### config.mk
export PLATFORM = sky130hd
export DESIGN_NAME = acceptance_filter
export DESIGN_NICKNAME = d
export VERILOG_FILES = /design/src/rtl/acceptance_filter.sv
export SDC_FILE = /design/constraint.sdc
export NUM_CORES = 1
export LEC_CHECK = 0
export ABC_AREA = 1
export CORE_MARGIN = 4
export CORE_UTILIZATION = 38
export CTS_BUF_LIST = sky130_fd_sc_hd__clkbuf_16
export DETAILED_ROUTE_END_ITERATION = 10
export GPL_TIMING_DRIVEN = 0
export MAX_ROUTING_LAYER = met4
export PLACE_DENSITY = 0.84
export SETUP_SLACK_MARGIN = 0.5
export SYNTH_ARGS = -nofsm -noshare
export SYNTH_HDL_FRONTEND = slang
export SYNTH_SLANG_ARGS = --single-unit
### constraint.sdc
create_clock -name clk -period 1.3 [get_ports clk]
set_clock_uncertainty 0.05 [all_clocks]
set_input_delay 0.26 -clock clk [delete_from_list [all_inputs] [get_ports clk]]
set_output_delay 0.26 -clock clk [all_outputs]
set_load 0.02 [all_outputs]
### src/rtl/acceptance_filter.sv
// CAN receive acceptance filter: captures ID/IDE/RTR and strobes accept on rx_ok.
// Optional ACCF_RTR_FILTER_EN adds the RTR bit to the code/mask match.
module acceptance_filter (
  input  logic        clk,
  input  logic        rst,
  input  logic        sof,
  input  logic        bit_valid,
  input  logic        rx_bit,
  input  logic        rx_ok,
  input  logic        rx_err,
  input  logic [15:0] acccode1,
  input  logic [15:0] acccode2,
  input  logic [15:0] accmask1,
  input  logic [15:0] accmask2,
  output logic        accept,
  output logic [28:0] rx_id,
  output logic        rx_ide,
  output logic        rx_rtr,
  output logic        filt_busy
);

  typedef enum logic [2:0] {
    S_IDLE,
    S_BASE,
    S_SRR,
    S_IDE,
    S_EXT,
    S_RTR,
    S_WAIT
  } state_t;

  state_t      state;
  state_t      state_nxt;
  logic [4:0]  cnt;
  logic [28:0] code;
  logic [28:0] mask;
  logic        match;
  logic        abort;
  logic        unused_bits;

  assign filt_busy   = (state != S_IDLE);
  assign abort       = filt_busy && (rx_ok || rx_err);
  assign unused_bits = ^{acccode2[15:13], accmask2[15:13]};

  // Standard frames leave ID[17:0] out of the compare.
  always_comb begin
    code = {acccode2[12:0], acccode1};
    mask = {accmask2[12:0], accmask1};
    if (!rx_ide)
      mask[17:0] = '0;
    match = ~|(mask & (code ^ rx_id));
`ifdef ACCF_RTR_FILTER_EN
    match = match & ~(accmask2[13] & (acccode2[13] ^ rx_rtr));
`endif
  end

  always_comb begin
    state_nxt = state;
    if (sof) begin
      state_nxt = S_BASE;
    end else if (abort) begin
      state_nxt = S_IDLE;
    end else if (bit_valid) begin
      unique case (state)
        S_BASE:  if (cnt == 5'd10) state_nxt = S_SRR;
        S_SRR:   state_nxt = S_IDE;
        S_IDE:   state_nxt = rx_bit ? S_EXT : S_WAIT;
        S_EXT:   if (cnt == 5'd17) state_nxt = S_RTR;
        S_RTR:   state_nxt = S_WAIT;
        default: state_nxt = state;
      endcase
    end
  end

  always_ff @(posedge clk) begin
    if (!rst) begin
      state <= S_IDLE;
      cnt   <= '0;
    end else begin
      state <= state_nxt;
      if (sof)
        cnt <= '0;
      else if (bit_valid && !abort) begin
        unique case (state)
          S_BASE:  cnt <= cnt + 5'd1;
          S_IDE:   cnt <= '0;
          S_EXT:   cnt <= cnt + 5'd1;
          default: cnt <= cnt;
        endcase
      end
    end
  end

  always_ff @(posedge clk) begin
    if (!rst) begin
      accept <= 1'b0;
      rx_id  <= '0;
      rx_ide <= 1'b0;
      rx_rtr <= 1'b0;
    end else begin
      accept <= (state == S_WAIT) && rx_ok && !rx_err && match;
      if (sof) begin
        rx_id <= '0;
      end else if (bit_valid && !abort) begin
        unique case (state)
          S_BASE:  rx_id[28:18] <= {rx_id[27:18], rx_bit};
          S_SRR:   rx_rtr <= rx_bit;
          S_IDE:   rx_ide <= rx_bit;
          S_EXT:   rx_id[17:0] <= {rx_id[16:0], rx_bit};
          S_RTR:   rx_rtr <= rx_bit;
          default: rx_id <= rx_id;
        endcase
      end
    end
  end

endmodule

==> flow_metrics.py <==
metrics = {
    "power": {
        "irDropWorstVdd_mv": 0.8410,
        "power_density_mw_per_mm2": 712.9,
        "finalPower_mw": 3.258,
        "leakage_nw": 1.891,
    },
    "critical_path": {
        "timing.critical_path.to": "cnt[4]$_SDFFE_PP0P_",
        "regToRegStartpoint": "state[1]$_SDFFE_PP0P_",
        "cell_count_of_the_worst_reg_to_reg_path": 8,
        "r2r_end": "cnt[4]$_SDFFE_PP0P_",
        "critical_path_arrival_ns": 1.74,
        "worst-setup-path-type": "flop to flop",
        "setup.worst_path.start": "state[1]$_SDFFE_PP0P_",
        "r2r_slack_ns": -0.29,
        "worstPathMaxFanout": 5,
        "endpoint_required_time_on_the_critical_path_ns": 1.46,
        "endpoint_kind": "flop",
        "critPathLaunchType": "flop",
    },
    "drt": {
        "detail_route.wl_per_cell_um": 17.87,
        "routed_via_density": 5.453,
        "detailedRoute.firstPassIterationCount": 5,
        "drt_wl_total_um": 10350,
        "drt-initial-drc-count": 192,
        "routed-via-count": 3157,
        "remaining_drc_errors": 0,
        "final_antenna_net_count": 0,
    },
    "global_routing": {
        "number_of_antenna_violations_at_the_first_check_in_global_routing": 0,
        "grt_max_degree": 14,
        "grtUsageTotal": 0.2453,
        "total_overflow_reported_by_the_global_router": 0,
        "number_of_global_route_vias_before_repair": 2999,
        "grt_first_pass_wirelength_um": 14060,
    },
    "clocking": {
        "cts_sinks": 40,
        "clkLatencyLatePin_ns": 0.28,
        "h-tree-depth": 2,
        "clock_tree_buffer_depth": 2,
        "cts_made_buffers": 5,
        "cts_tree": "done",
        "clockRootBuffer": "sky130_fd_sc_hd__clkbuf_16",
        "clkTransAtPathRegs_ns": 0.06,
    },
    "synthesis": {
        "synth-async-reset-ratio": 0,
        "synth_enable_flop_cells": 0,
        "synth_ff_type": "sky130_fd_sc_hd__dfxtp_1",
        "synth_cells": 354,
        "yosysTopAreaCell": "sky130_fd_sc_hd__dfxtp_1",
        "yosysMostFrequentCell": "sky130_fd_sc_hd__nand2_1",
        "ys_warn_count": 0,
        "synth_seq_area_share": 0.3482,
        "ys_seq_elements": 40,
        "synthesis.nets": 428,
        "synth_common_cells": "84 x sky130_fd_sc_hd__nand2_1, 46 x sky130_fd_sc_hd__inv_1, 46 x sky130_fd_sc_hd__nand3_1",
        "netlist.area_leader.share": 0.3482,
        "mean_instance_size_in_the_synthesized_netlist_um2": 6.496,
        "mappedNetlistArea_mm2": 0.002300,
        "synth_cell_type_count": 28,
        "synth.area.top_cells": "sky130_fd_sc_hd__dfxtp_1 35%, sky130_fd_sc_hd__nand2_1 14%, sky130_fd_sc_hd__nand3_1 10%, sky130_fd_sc_hd__a21oi_1 9.6%, sky130_fd_sc_hd__inv_1 7.5%",
    },
    "cells_and_area": {
        "nets": 577,
        "final_core_utilization": 0.7766,
        "num_antenna_cells": 0,
        "area_growth_pct": 98.75,
        "layout-drive-gt1-share": 0.4702,
        "num-fill-cells": 334,
    },
    "die": {
        "boundaryPins": 104,
        "rows": 28,
        "die_h_um": 85.80,
        "coreArea_mm2": 0.005886,
        "initial_core_util": 0.3907,
        "floorplan.die.width_um": 85.80,
        "die_outline_area_mm2": 0.007361,
    },
    "timing": {
        "setup_viol": 40,
        "relative_slew_slack": 0.7508,
        "timing.fmax_ghz": 0.6306,
        "final_max_slew_viol_count": 0,
        "hold_fails_final_rpt": 0,
        "worst_pin_slew_ns": 0.3738,
        "post-route-min-period_ns": 1.586,
        "min_period_over_period": 1.220,
        "postLayoutSetupSlackWorst_ns": -0.2859,
        "unrepaired_setup_endpoints_after_global_routing": "true",
    },
    "placement": {
        "dp_hpwl_um": 5333,
        "place_congestion": 0.8586,
        "io_buffers": 97,
    },
    "worst_hold_path": {
        "hold_path.class": "input port to flop",
        "worst_hold_path.num_cells": 3,
    },
    "job": {
        "number_of_violations_of_the_max_capacitance_limit": 0,
    },
    "run_status": {
        "violations_in_the_final_reports": "setup timing",
        "outcome": "complete, but fails checks",
    },
}
==> layer usage <==
metal | vias up | global-route usage | wire (um)
li1 | 1461 | - | -
met1 | 1496 | 0.2696 | 3863
met2 | 158 | 0.4449 | 5464
met3 | 42 | 0.04323 | 630
met4 | 0 | 0.08201 | 391
met5 | - | - | 0
==> worst min-delay path by stage <==
stage / from / to / slack (ns)
global route: rst / state[0]$_SDFFE_PN0P_ / 0.34
CTS: rst / state[0]$_SDFFE_PN0P_ / 0.33
detailed placement: rx_ide$_SDFFE_PN0P_ / accept$_SDFF_PN0_ / 0.42
floorplan: rst / state[0]$_SDFFE_PN0P_ / 0.31
finish: rst / state[0]$_SDFFE_PN0P_ / 0.32
global placement: rx_id[28]$_SDFFE_PP0P_ / rx_id[28]$_SDFFE_PP0P_ / 0.42
==> cell families (layout without fill, tap and decap cells) <==
logic type / after synthesis / count (layout) / synth area share
AO/OA/AOI/OAI: 70 / 70 / 0.1610
XOR/XNOR: 1 / 1 / 0.003809
adder cells (fa/ha/maj): 3 / 3 / 0.01632
AND/OR/NAND/NOR: 185 / 186 / 0.3700
buffers and inverters: 55 / 204 / 0.1007
flip-flops: 40 / 40 / 0.3482
==> registers in the layout (all words and copies together), names as in the netlist <==
| register | flops |
|---|---|
| cnt | 5 |
| accept | 1 |
| rx_ide | 1 |
| rx_id | 29 |
| state | 3 |
| rx_rtr | 1 |
==> layout by cell type (no fill, tap or decap), types with 19 or more instances in the layout <==
| master | synthesis | final |
|---|---|---|
| sky130_fd_sc_hd__dfxtp_4 | 0 | 22 |
| sky130_fd_sc_hd__nand2_1 | 84 | 68 |
| sky130_fd_sc_hd__inv_1 | 46 | 37 |
| sky130_fd_sc_hd__clkdlybuf4s50_1 | 0 | 52 |
| sky130_fd_sc_hd__buf_6 | 2 | 44 |
| sky130_fd_sc_hd__nor2_1 | 32 | 21 |
| sky130_fd_sc_hd__a21oi_1 | 44 | 23 |
| sky130_fd_sc_hd__nand3_1 | 46 | 35 |
| sky130_fd_sc_hd__a21oi_2 | 0 | 19 |
| sky130_fd_sc_hd__buf_4 | 2 | 32 |
==> through the flow <==
stage	area (um^2)	std cells	hold slack, ns	setup WS, ns	setup TNS, ns
global route	4571	579	0.3408	-0.3129	-9.888
detailed placement	3442	526	0.4214	-0.5717	-19.11
global placement	3442	526	0.4165	-0.5588	-18.28
CTS	4243	567	0.3274	-0.1270	-3.110
floorplan	2377	354	0.3076	-0.03422	-0.7642
finish	4571	579	0.3218	-0.2859	-8.321
==> timing repair <==
| item | in CTS | in global routing |
|---|---|---|
| resized for setup | 316 | 64 |
| gates cloned | 4 | 0 |
| setup buffers | 29 | 12 |
| setup endpoints to repair | 73 | 73 |
| pin swaps | 33 | 19 |
| hold buffers | 0 | 0 |
==> final cells by class <==
| type | count | area, um^2 | share of cell area |
|---|---|---|---|
| plain buffers | 8 | 77.57 | 0.01697 |
| multi-input cells | 260 | 1684 | 0.3685 |
| flip-flops and latches | 40 | 902.1 | 0.1974 |
| inverters | 47 | 191.4 | 0.04188 |
| well taps | 75 | 93.84 | 0.02053 |
| clock buffers | 5 | 125.1 | 0.02737 |
| repair buffers | 141 | 1454 | 0.3181 |
| clock inverters | 3 | 42.54 | 0.009307 |
==> report_power, final <==
part	switching, mW	internal (mW)
clock	0.516	0.903
sequential	0.00731	1.19
combinational	0.300	0.345
==> critical path, stage by stage, from the launching register on <==
cell	delay (ns)
sky130_fd_sc_hd__dfxtp_4	0.37
sky130_fd_sc_hd__nor2_4	0.19
sky130_fd_sc_hd__a21oi_4	0.11
sky130_fd_sc_hd__nor2_8	0.17
sky130_fd_sc_hd__buf_12	0.15
sky130_fd_sc_hd__inv_6	0.04
sky130_fd_sc_hd__nor2_4	0.13
sky130_fd_sc_hd__nand3b_1	0.12
sky130_fd_sc_hd__a21oi_2	0.18
Power figures use the tool's default switching activity.
